--- src/rtl/ctrl_pipe_chain_if.sv ---
// rtl/ctrl_pipe_chain_if.sv - valid/control-bundle bus used on both sides of the control pipe chain.
interface ctrl_pipe_chain_if #(
  parameter int WIDTH = 7
);
  logic             valid;
  logic [WIDTH-1:0] ctrl;

  modport master (output valid, ctrl);
  modport slave  (input  valid, ctrl);
endinterface

--- src/rtl/ctrl_pipe_chain.sv ---
// rtl/ctrl_pipe_chain.sv - multi-stage control-bundle pipeline with stall, partial flush and status.
// Bubbles always carry an all-zero bundle so downstream enables stay inert.
module ctrl_pipe_chain #(
  parameter int WIDTH       = 7,
  parameter int DEPTH       = 3,
  parameter int FLUSH_DEPTH = 1,
  parameter int CNT_W       = 16,
  localparam int OCC_W      = $clog2(DEPTH + 1)
) (
  input  logic               clk,
  input  logic               reset,
  ctrl_pipe_chain_if.slave   in_bus,
  input  logic               stall,
  input  logic               flush,
  ctrl_pipe_chain_if.master  out_bus,
  output logic [OCC_W-1:0]   occupancy,
  output logic [CNT_W-1:0]   stall_cycles
);

  logic [DEPTH-1:0] v_q;
  logic [DEPTH-1:0] v_d;
  logic [WIDTH-1:0] c_q [DEPTH];
  logic [WIDTH-1:0] c_d [DEPTH];
  logic             load_in;
  logic             kill;

  // Flush overrides stall and forces one advance with the youngest stages killed.
  always_comb begin
    v_d     = v_q;
    load_in = in_bus.valid && !flush;
    kill    = 1'b0;
    for (int k = 0; k < DEPTH; k++) begin
      c_d[k] = c_q[k];
    end
    if (flush || !stall) begin
      v_d[0] = load_in;
      c_d[0] = load_in ? in_bus.ctrl : '0;
      for (int k = 1; k < DEPTH; k++) begin
        kill   = flush && (k <= FLUSH_DEPTH);
        v_d[k] = v_q[k-1] && !kill;
        c_d[k] = kill ? '0 : c_q[k-1];
      end
    end
  end

  always_ff @(posedge clk) begin
    if (reset) begin
      v_q <= '0;
      for (int k = 0; k < DEPTH; k++) begin
        c_q[k] <= '0;
      end
    end else begin
      v_q <= v_d;
      for (int k = 0; k < DEPTH; k++) begin
        c_q[k] <= c_d[k];
      end
    end
  end

  // Only cycles that actually hold the chain are counted; saturates at all-ones.
  always_ff @(posedge clk) begin
    if (reset) begin
      stall_cycles <= '0;
    end else if (stall && !flush && (stall_cycles != {CNT_W{1'b1}})) begin
      stall_cycles <= stall_cycles + CNT_W'(1);
    end
  end

  always_comb begin
    occupancy = '0;
    for (int k = 0; k < DEPTH; k++) begin
      occupancy = occupancy + OCC_W'(v_q[k]);
    end
  end

  assign out_bus.valid = v_q[DEPTH-1];
  assign out_bus.ctrl  = c_q[DEPTH-1];

endmodule
--- src/flat_wrapper.sv ---
// flat-port wrapper written by rule: the top's interface ports become plain ports
module ctrl_pipe_chain_flat 
#(
  parameter int WIDTH       = 7,
  parameter int DEPTH       = 3,
  parameter int FLUSH_DEPTH = 1,
  parameter int CNT_W       = 16,
  localparam int OCC_W      = $clog2(DEPTH + 1)
)
  (clk, reset, stall, flush, occupancy, stall_cycles, in_bus_valid, in_bus_ctrl, out_bus_valid, out_bus_ctrl);
  ctrl_pipe_chain_if #(.WIDTH(WIDTH)) in_bus_i ();
  ctrl_pipe_chain_if #(.WIDTH(WIDTH)) out_bus_i ();
  input  logic clk;
  input  logic reset;
  input  logic stall;
  input  logic flush;
  output logic [OCC_W-1:0] occupancy;
  output logic [CNT_W-1:0] stall_cycles;
  input wire logic [$bits(in_bus_i.valid)-1:0] in_bus_valid;
  input wire logic [$bits(in_bus_i.ctrl)-1:0] in_bus_ctrl;
  output wire logic [$bits(out_bus_i.valid)-1:0] out_bus_valid;
  output wire logic [$bits(out_bus_i.ctrl)-1:0] out_bus_ctrl;
  assign in_bus_i.valid = in_bus_valid;
  assign in_bus_i.ctrl = in_bus_ctrl;
  assign out_bus_valid = out_bus_i.valid;
  assign out_bus_ctrl = out_bus_i.ctrl;
  ctrl_pipe_chain #(.WIDTH(WIDTH), .DEPTH(DEPTH), .FLUSH_DEPTH(FLUSH_DEPTH), .CNT_W(CNT_W)) u_core (.clk(clk), .reset(reset), .in_bus(in_bus_i), .stall(stall), .flush(flush), .out_bus(out_bus_i), .occupancy(occupancy), .stall_cycles(stall_cycles));
endmodule
--- config.mk ---
export PLATFORM = sky130hd
export DESIGN_NAME = ctrl_pipe_chain_flat
export DESIGN_NICKNAME = d
export VERILOG_FILES = /design/src/rtl/ctrl_pipe_chain_if.sv /design/src/rtl/ctrl_pipe_chain.sv /design/src/flat_wrapper.sv
export SDC_FILE = /design/constraint.sdc
export NUM_CORES = 1
export LEC_CHECK = 0
export CELL_PAD_IN_SITES_DETAIL_PLACEMENT = 0
export CELL_PAD_IN_SITES_GLOBAL_PLACEMENT = 1
export CORE_MARGIN = 5
export CORE_UTILIZATION = 39
export CTS_CLUSTER_SIZE = 8
export DETAILED_ROUTE_END_ITERATION = 10
export GPL_TIMING_DRIVEN = 0
export PLACE_DENSITY = 0.85
export SETUP_SLACK_MARGIN = 0.5
export SLEW_MARGIN = 20
export SYNTH_ARGS = -nofsm -noshare
export SYNTH_HDL_FRONTEND = slang
export SYNTH_SLANG_ARGS = --single-unit
--- constraint.sdc ---
create_clock -name clk -period 5.6 [get_ports clk]
set_input_delay 0.56 -clock clk [delete_from_list [all_inputs] [get_ports clk]]
set_output_delay 0.56 -clock clk [all_outputs]
set_load 0.02 [all_outputs]
Yosys cells after proc, flatten, opt, wreduce, memory -nomap -nowiden
Memories as Yosys holds them, arrays and structs flattened. Index checks and enable logic that the tools add are counted.

Register bits after elaboration: 19. Memory bits (writable): 21. Bits of input ports: 12. Memories: 1.

Memory list: u_core.c_q (depth 3, width 7, read ports 3, clocked after Yosys merged registers in 0, write ports 3, RTL line ctrl_pipe_chain.sv:22) `logic [WIDTH-1:0] c_q [DEPTH];`.

Add/subtract/negate cells: 3. Equality and inequality tests: 1. Mux-type cells: 9. Bitwise operators: 3. Reductions and logical operators: 7.

Operators by type and width (number): 7-bit 2-to-1 mux (5); 21-bit 2-to-1 mux (1); 16-bit by 1-bit adder with 16-bit output (second input constant) (1); 16-bit != test (second input constant) (1); 1-bit logical AND (4); 1-bit 2-to-1 mux (3); 1-bit bitwise OR (3); 1-bit by 1-bit adder with 2-bit output (1); 2-bit by 1-bit adder with 2-bit output (1); 1-bit logical NOT (2); 1-bit logical OR (1).

Logic depth before layout (Yosys ltp)
Gate-level depths: netlist (run 1).

Word-level depth: 5. Depth in mapped cells: 6. Gate-level depth less buffers: 5.

Worst setup path before layout (run 1)
No wires, ideal clock.

Path kind: input-to-reg. Start point: in stall. End point: reg u_core.stall_cycles[11]. Library setup time: 121 ps. Arrival: 2000 ps. Path slack: 3479 ps. Stages on the path: 6. Path buffers: 2. Cell sequence: buf_4 nand2b_2 or4_1 clkbuf_2 nor4b_1 mux2_2.

Cells in the longest elaborated chain, start to end: 2.

Ends and longest elaborated chain: start, declared (RTL line flat_wrapper.sv:15) `input logic stall;`; 1-bit logical AND (2 in series) (RTL line ctrl_pipe_chain.sv:64) `end else if (stall && !flush && (stall_cycles != {CNT_W{1'b1}})) begin`; end signal, assigned (RTL line ctrl_pipe_chain.sv:65) `stall_cycles <= stall_cycles + CNT_W'(1);`; end, declared (RTL line ctrl_pipe_chain.sv:17) `output logic [CNT_W-1:0] stall_cycles`.

No other way between the ends. A chain may end at the register's enable or synchronous reset.

Final worst setup path (run 1)
Start point: in flush. End point: reg u_core.stall_cycles[11].

Cells in the longest elaborated chain, start to end: 3.

Ends and longest elaborated chain: start, declared (RTL line flat_wrapper.sv:16) `input logic flush;`; 1-bit logical NOT (RTL line ctrl_pipe_chain.sv:64); 1-bit logical AND (2 in series) (RTL line ctrl_pipe_chain.sv:64).

No other way between the ends.

==> flow_summary.toml, run 1 <==
[synth]
synth_top_cell_area_share_pct = 45.9
yosysWarnings = 0
synthSimpleGateAreaFrac_pct = 26.7
synth_top_family_by_area = "simple AND/OR/NAND/NOR gates"
ys_top_cells_by_area = "dfxtp_1 (46%), nor2_1 (6.7%), a21oi_1 (6.6%)"
synth-adder-area-share_pct = 1.87
synth_common_cells = "dfxtp_1 (40), nor2_1 (31), nand2_1 (28)"
synth-seq-cells = 40
netlist_instances = 206
yosys.area_share.xor_xnor_pct = 0.502
synthArstFlopShare_pct = 0
synth.net_count = 220
yosys-mux-area-fraction_pct = 6.46
synth_edf_count = 0
syn-cell-area_um2 = 1740
synth.most_common_cell = "dfxtp_1"
synth_area_leader_cell = "dfxtp_1"
synth_compound_gate_area_share_pct = 12.1
seq_area_frac_synth_pct = 45.9
yosysUniqueCellTypes = 34
avgSynthCellArea_um2 = 8.47
ys.flop_type = "dfxtp_1"

[timing]
hold_viol = 0
tightestPinTransition_ps = 678
fin_tns_setup_ps = 0
period_minus_slack_ps = 2390
rsz0062_at_grt = "false"
fin_crit_sh_pct = 42.7
fmax_mhz = 419
fin_hold_ws_ps = 451
slew-limit-headroom_pct = 54.2
slew_viol_final = 0
skew_ps = 4.55
setup_viol = 0

[clock_tree]
clock_latency_ps = 290
cts_tree = "built"
post_cts_buffers = 0
clk_pin_slew_worst_paths_ps = 80
htree_num_levels = 2
clockBufferDepth = 2
cts_hold_buffers = 0
cts_made_buffers = 5
cts.sinks = 40
postCtsResizedCells = 0
cts_root_buf = "clkbuf_8"

[route]
ant_nets = 0
drt-total-wl_um = 3690
wire_per_inst_um = 12.3
drt-pass1-iter-count = 4
drcViolationCount = 0
drtIter0Drc = 61
vias_per_cell = 4.98
via_count = 1498

[worst_setup_path]
crit_chain = "clkdlybuf4s50_1, nand2b_2, or4_1, clkbuf_2, nor4b_1, mux2_2"
cp_data_required_time_ps = 5780
start_kind = "input pin"
slowest_stage = "or4_1"
cp_max_fo = 7
cp.arrival_ps = 2570
critPathCaptureType = "flop"
cpPeakStageDelay_ps = 500
crit_type = "input pin to flop"

[grt]
grt_pass1_wl_um = 6500
grt_max_degree = 13
antenna_found_initial = 0
overflow = 0
grt_use_total_pct = 13.3
grt_pass1_vias = 1403

[layout]
area_growth_syn_to_layout_pct = 31.1
antenna_cells = 0
fillerInstances = 423
nets = 262
drive_gt1_share_pct = 9.64

[place]
portBuffers = 35
hpwl_um = 2720
gp_congestion = 0.733

[floorplan]
die_w_um = 76.9
rows = 24
ios = 38
fp.dieArea_um2 = 5910
die_y_um = 76.9
initial_core_util_pct = 40.1
core_area_um2 = 4350

[power]
p_leak_nw = 0.798
powerDensity_nw_per_um2 = 253
max-vdd-ir-drop_mv = 0.138

[outcome]
run_status = "finished, final reports clean"

[worst_hold_path]
min_path_type = "flop to flop"

[flow_run]
max_cap_violations = 0
-- layout make-up --
type / instances / area (um2) / area share [%]
Clock buffer: 7 / 96.3 / 4.21
Tap cell: 52 / 65.1 / 2.85
Clock inverter: 1 / 30.0 / 1.31
Multi-Input combinational cell: 144 / 830 / 36.3
Sequential cell: 40 / 801 / 35.0
Timing Repair Buffer: 35 / 350 / 15.3
Inverter: 4 / 15.0 / 0.657
Buffer: 18 / 98.8 / 4.32
-- state kept, by name (all words and copies together), names as in the netlist --
register / count
u_core.c_q: 21
u_core.stall_cycles: 16
u_core.v_q: 3
-- cells by family after synthesis --
kind of cell / count (synthesis)
adder cells (fa/ha/maj): 2
buffers and inverters: 22
multiplexers: 11
AO/OA/AOI/OAI: 35
XOR/XNOR: 1
AND/OR/NAND/NOR: 95
flip-flops: 40
-- layer usage --
metal	wire length [um]	up-vias	track usage [%]
met5	0	-	0
met2	1750	40	21.0
met4	26	0	4.20
li1	-	788	-
met1	1670	668	17.0
met3	248	2	4.45
-- path summary, 6_finish.rpt --
check                         startpoint                 endpoint  slack, ps  depth (start not counted)
setup reg to reg  u_core.stall_cycles[0]   u_core.stall_cycles[3]       3520                          5
hold reg to reg        u_core.c_q[0][17]        u_core.c_q[0][17]        450                          2
setup / recovery                   flush  u_core.stall_cycles[11]       3210                          6
hold / removal         u_core.c_q[0][17]        u_core.c_q[0][17]        450                          2
-- where the power goes --
group | switching, mW | internal [mW] | leakage, nW
registers | 0.00203 | 0.287 | 0.323
clock network | 0.0971 | 0.157 | 0.0645
logic | 0.0195 | 0.0155 | 0.410
-- critical path: cells and delay by family --
kind / cells / cell delay [ps]
buffers and inverters: 2 / 610
multiplexers: 1 / 370
AND/OR/NAND/NOR: 3 / 1030
-- per-stage QoR --
step / cells / power [mW] / setup slack, ps / cell area [um2] / utilization, %
2_1_floorplan: 206 / 0.316 / 3480 / 1740 / -
3_3_place_gp: 293 / 0.331 / 2890 / 2160 / 49.6
3_5_place_dp: 293 / 0.331 / 2900 / 2160 / 49.6
4_1_cts: 301 / 0.586 / 3210 / 2290 / 52.5
5_1_grt: 301 / 0.602 / 3140 / 2290 / 52.5
6_report: 301 / 0.578 / 3210 / 2290 / 52.5
-- cell usage in the layout (no fill, tap or decap), types with 2 or more instances in the layout --
master / n
nor3_1: 6
nand3_1: 4
buf_4: 8
nand4_1: 2
nor2b_1: 4
nor2_1: 31
mux2_2: 2
a21oi_1: 23
dfxtp_1: 40
nor4b_1: 2
or2_2: 2
nand2_1: 28
mux2i_1: 9
or3_1: 4
clkbuf_1: 8
o31ai_1: 6
o41ai_1: 2
inv_1: 4
clkdlybuf4s50_1: 35
or4_1: 6
clkbuf_8: 7
(Power assumes the default switching activity.)
==> inputs of run 2 (changes only) <==
Settings changed: CORE_UTILIZATION 39 to 33, PLACE_DENSITY 0.85 to 0.76.
Clock period 5.6 ns to 2.15 ns, I/O delays scaled along.
==> run 2 against run 1 <==
- register-to-register slack got worse by 3100 ps
- clock skew grew 2.1 ps
- core utilization fell by 2.2 points
- critical path type is now flop to flop
- critical endpoint is now u_core.stall_cycles[13]
==> flow_summary.toml, run 2 (synthesis results as in run 1) <==
[worst_setup_path]
crit_chain = "nand2_2, or4_4, buf_8, buf_6, or4_4, a21oi_2"
cp.arrival_ps = 1980
crit_type = "flop to flop"
start_kind = "flop"
cpPeakStageDelay_ps = 510
rrSetupSlack_ps = 400
cp_data_required_time_ps = 2380
path_common_cell = "or4_4"
cp_max_fo = 5
slowest_stage = "or4_4"
critPathCaptureType = "flop"

[timing]
slew_viol_final = 0
period_minus_slack_ps = 1750
fin_crit_sh_pct = 81.6
fin_tns_setup_ps = 0
setup_viol = 0
skew_ps = 6.63
slew-limit-headroom_pct = 59.3
tightestPinTransition_ps = 611
fmax_mhz = 570
hold_viol = 0
setup_slack_ps = 396
fin_hold_ws_ps = 293
rsz0062_at_grt = "true"

[power]
finalPower_mw = 1.40
max-vdd-ir-drop_mv = 0.282
powerDensity_nw_per_um2 = 547
p_leak_nw = 0.970

[layout]
largest_reg_flops = 21
nets = 278
antenna_cells = 0
largestRegisters = "u_core.c_q: 21 flops, u_core.stall_cycles: 16 flops, u_core.v_q: 3 flops"
area_growth_syn_to_layout_pct = 47.3
regMostFlops = "u_core.c_q"
fillerInstances = 534
drive_gt1_share_pct = 24.9
final_common_cell = "nor2_1"
final_cell_mix = "nor2_1 (31), clkdlybuf4s50_1 (30), dfxtp_1 (28)"

[route]
drt-pass1-iter-count = 4
via_count = 1594
drcViolationCount = 0
drtIter0Drc = 41
ant_nets = 0
vias_per_cell = 4.76
wire_per_inst_um = 12.5
drt-total-wl_um = 4190

[grt]
grt_pass1_wl_um = 7400
antenna_found_initial = 0
grt_pass1_vias = 1651
grt_max_degree = 14
overflow = 0
grt_use_total_pct = 14.2

[flow_run]
max_cap_violations = 0

[floorplan]
fp.dieArea_um2 = 6840
rows = 26
core_area_um2 = 5110
ios = 38
initial_core_util_pct = 34.1
die_w_um = 82.7
die_y_um = 82.7

[clock_tree]
clock_latency_ps = 290
cts.sinks = 40
cts_root_buf = "clkbuf_8"
htree_num_levels = 2
cts_made_buffers = 5
cts_tree = "built"
cts_hold_buffers = 0
clockBufferDepth = 2
clk_pin_slew_worst_paths_ps = 80

[place]
post-place-ws_ps = -174
hpwl_um = 3000
portBuffers = 35
gp_congestion = 0.720

[outcome]
run_status = "finished, final reports clean"

[worst_hold_path]
min_path_type = "input pin to flop"
[run 2: changes by cell type in the layout (fill, tap and decap cells not counted), moves of 5 or more]
cell             previous run  this run
buf_4                       8        23
dfxtp_1                    40        28
dfxtp_4                     0        10
clkdlybuf4s50_1            35        30
[run 2: where the power goes]
| part | leakage [nW] | total (mW) | switching (mW) | internal [mW] |
|---|---|---|---|---|
| sequential | 0.332 | 0.741 | 0.00610 | 0.735 |
| clock | 0.0566 | 0.564 | 0.266 | 0.298 |
| combinational | 0.582 | 0.0992 | 0.0546 | 0.0446 |
[run 2: worst max-delay path: cells and delay by family (launching register included)]
family | cells | cell delay [ps]
and+or+nand+nor | 3 | 980
DFF | 1 | 350
AOI/OAI and AO/OA | 1 | 120
buffers and inverters | 2 | 260
[run 2: path summary, 6_finish.rpt]
check / startpoint / end / cells after the start
setup reg to reg: u_core.stall_cycles[3] / u_core.stall_cycles[13] / 6
hold / removal: stall / u_core.c_q[0][1] / 4
setup / recovery: u_core.stall_cycles[3] / u_core.stall_cycles[13] / 6
hold reg to reg: u_core.c_q[0][19] / u_core.c_q[0][19] / 2
[run 2: area by class of cell]
cell class / instances / area [um2] / share of cell area (%)
multi-input cells: 144 / 938 / 36.5
flip-flops and latches: 40 / 841 / 32.7
repair buffers: 51 / 473 / 18.4
plain buffers: 18 / 109 / 4.24
clock buffers: 6 / 93.8 / 3.65
well taps: 70 / 87.6 / 3.41
inverters: 4 / 15.0 / 0.585
clock inverters: 2 / 11.3 / 0.438
[run 2: metal layers]
metal / part of all wire (%) / GRT usage, % / up-vias
li1: - / - / 829
met1: 44 / 16.3 / 721
met2: 48 / 24.9 / 36
met3: 5.2 / 4.01 / 8
met4: 2.0 / 5.56 / 0
met5: 0 / 0 / -
[run 2: stage by stage]
| step | std cells | cell area [um2] | utilization, % |
|---|---|---|---|
| after global placement | 311 | 2270 | 44.4 |
| after detailed placement | 311 | 2270 | 44.4 |
| after floorplan | 206 | 1830 | - |
| after CTS | 333 | 2520 | 49.3 |
| after global routing | 335 | 2570 | 50.3 |
| final | 335 | 2570 | 50.3 |
[run 2: timing repair]
item,CTS,global route
setup endpoints to repair,15,20
pin swaps,7,3
buffers inserted,14,2
gates resized for setup,12,14
endpoints found under the hold margin,0,0
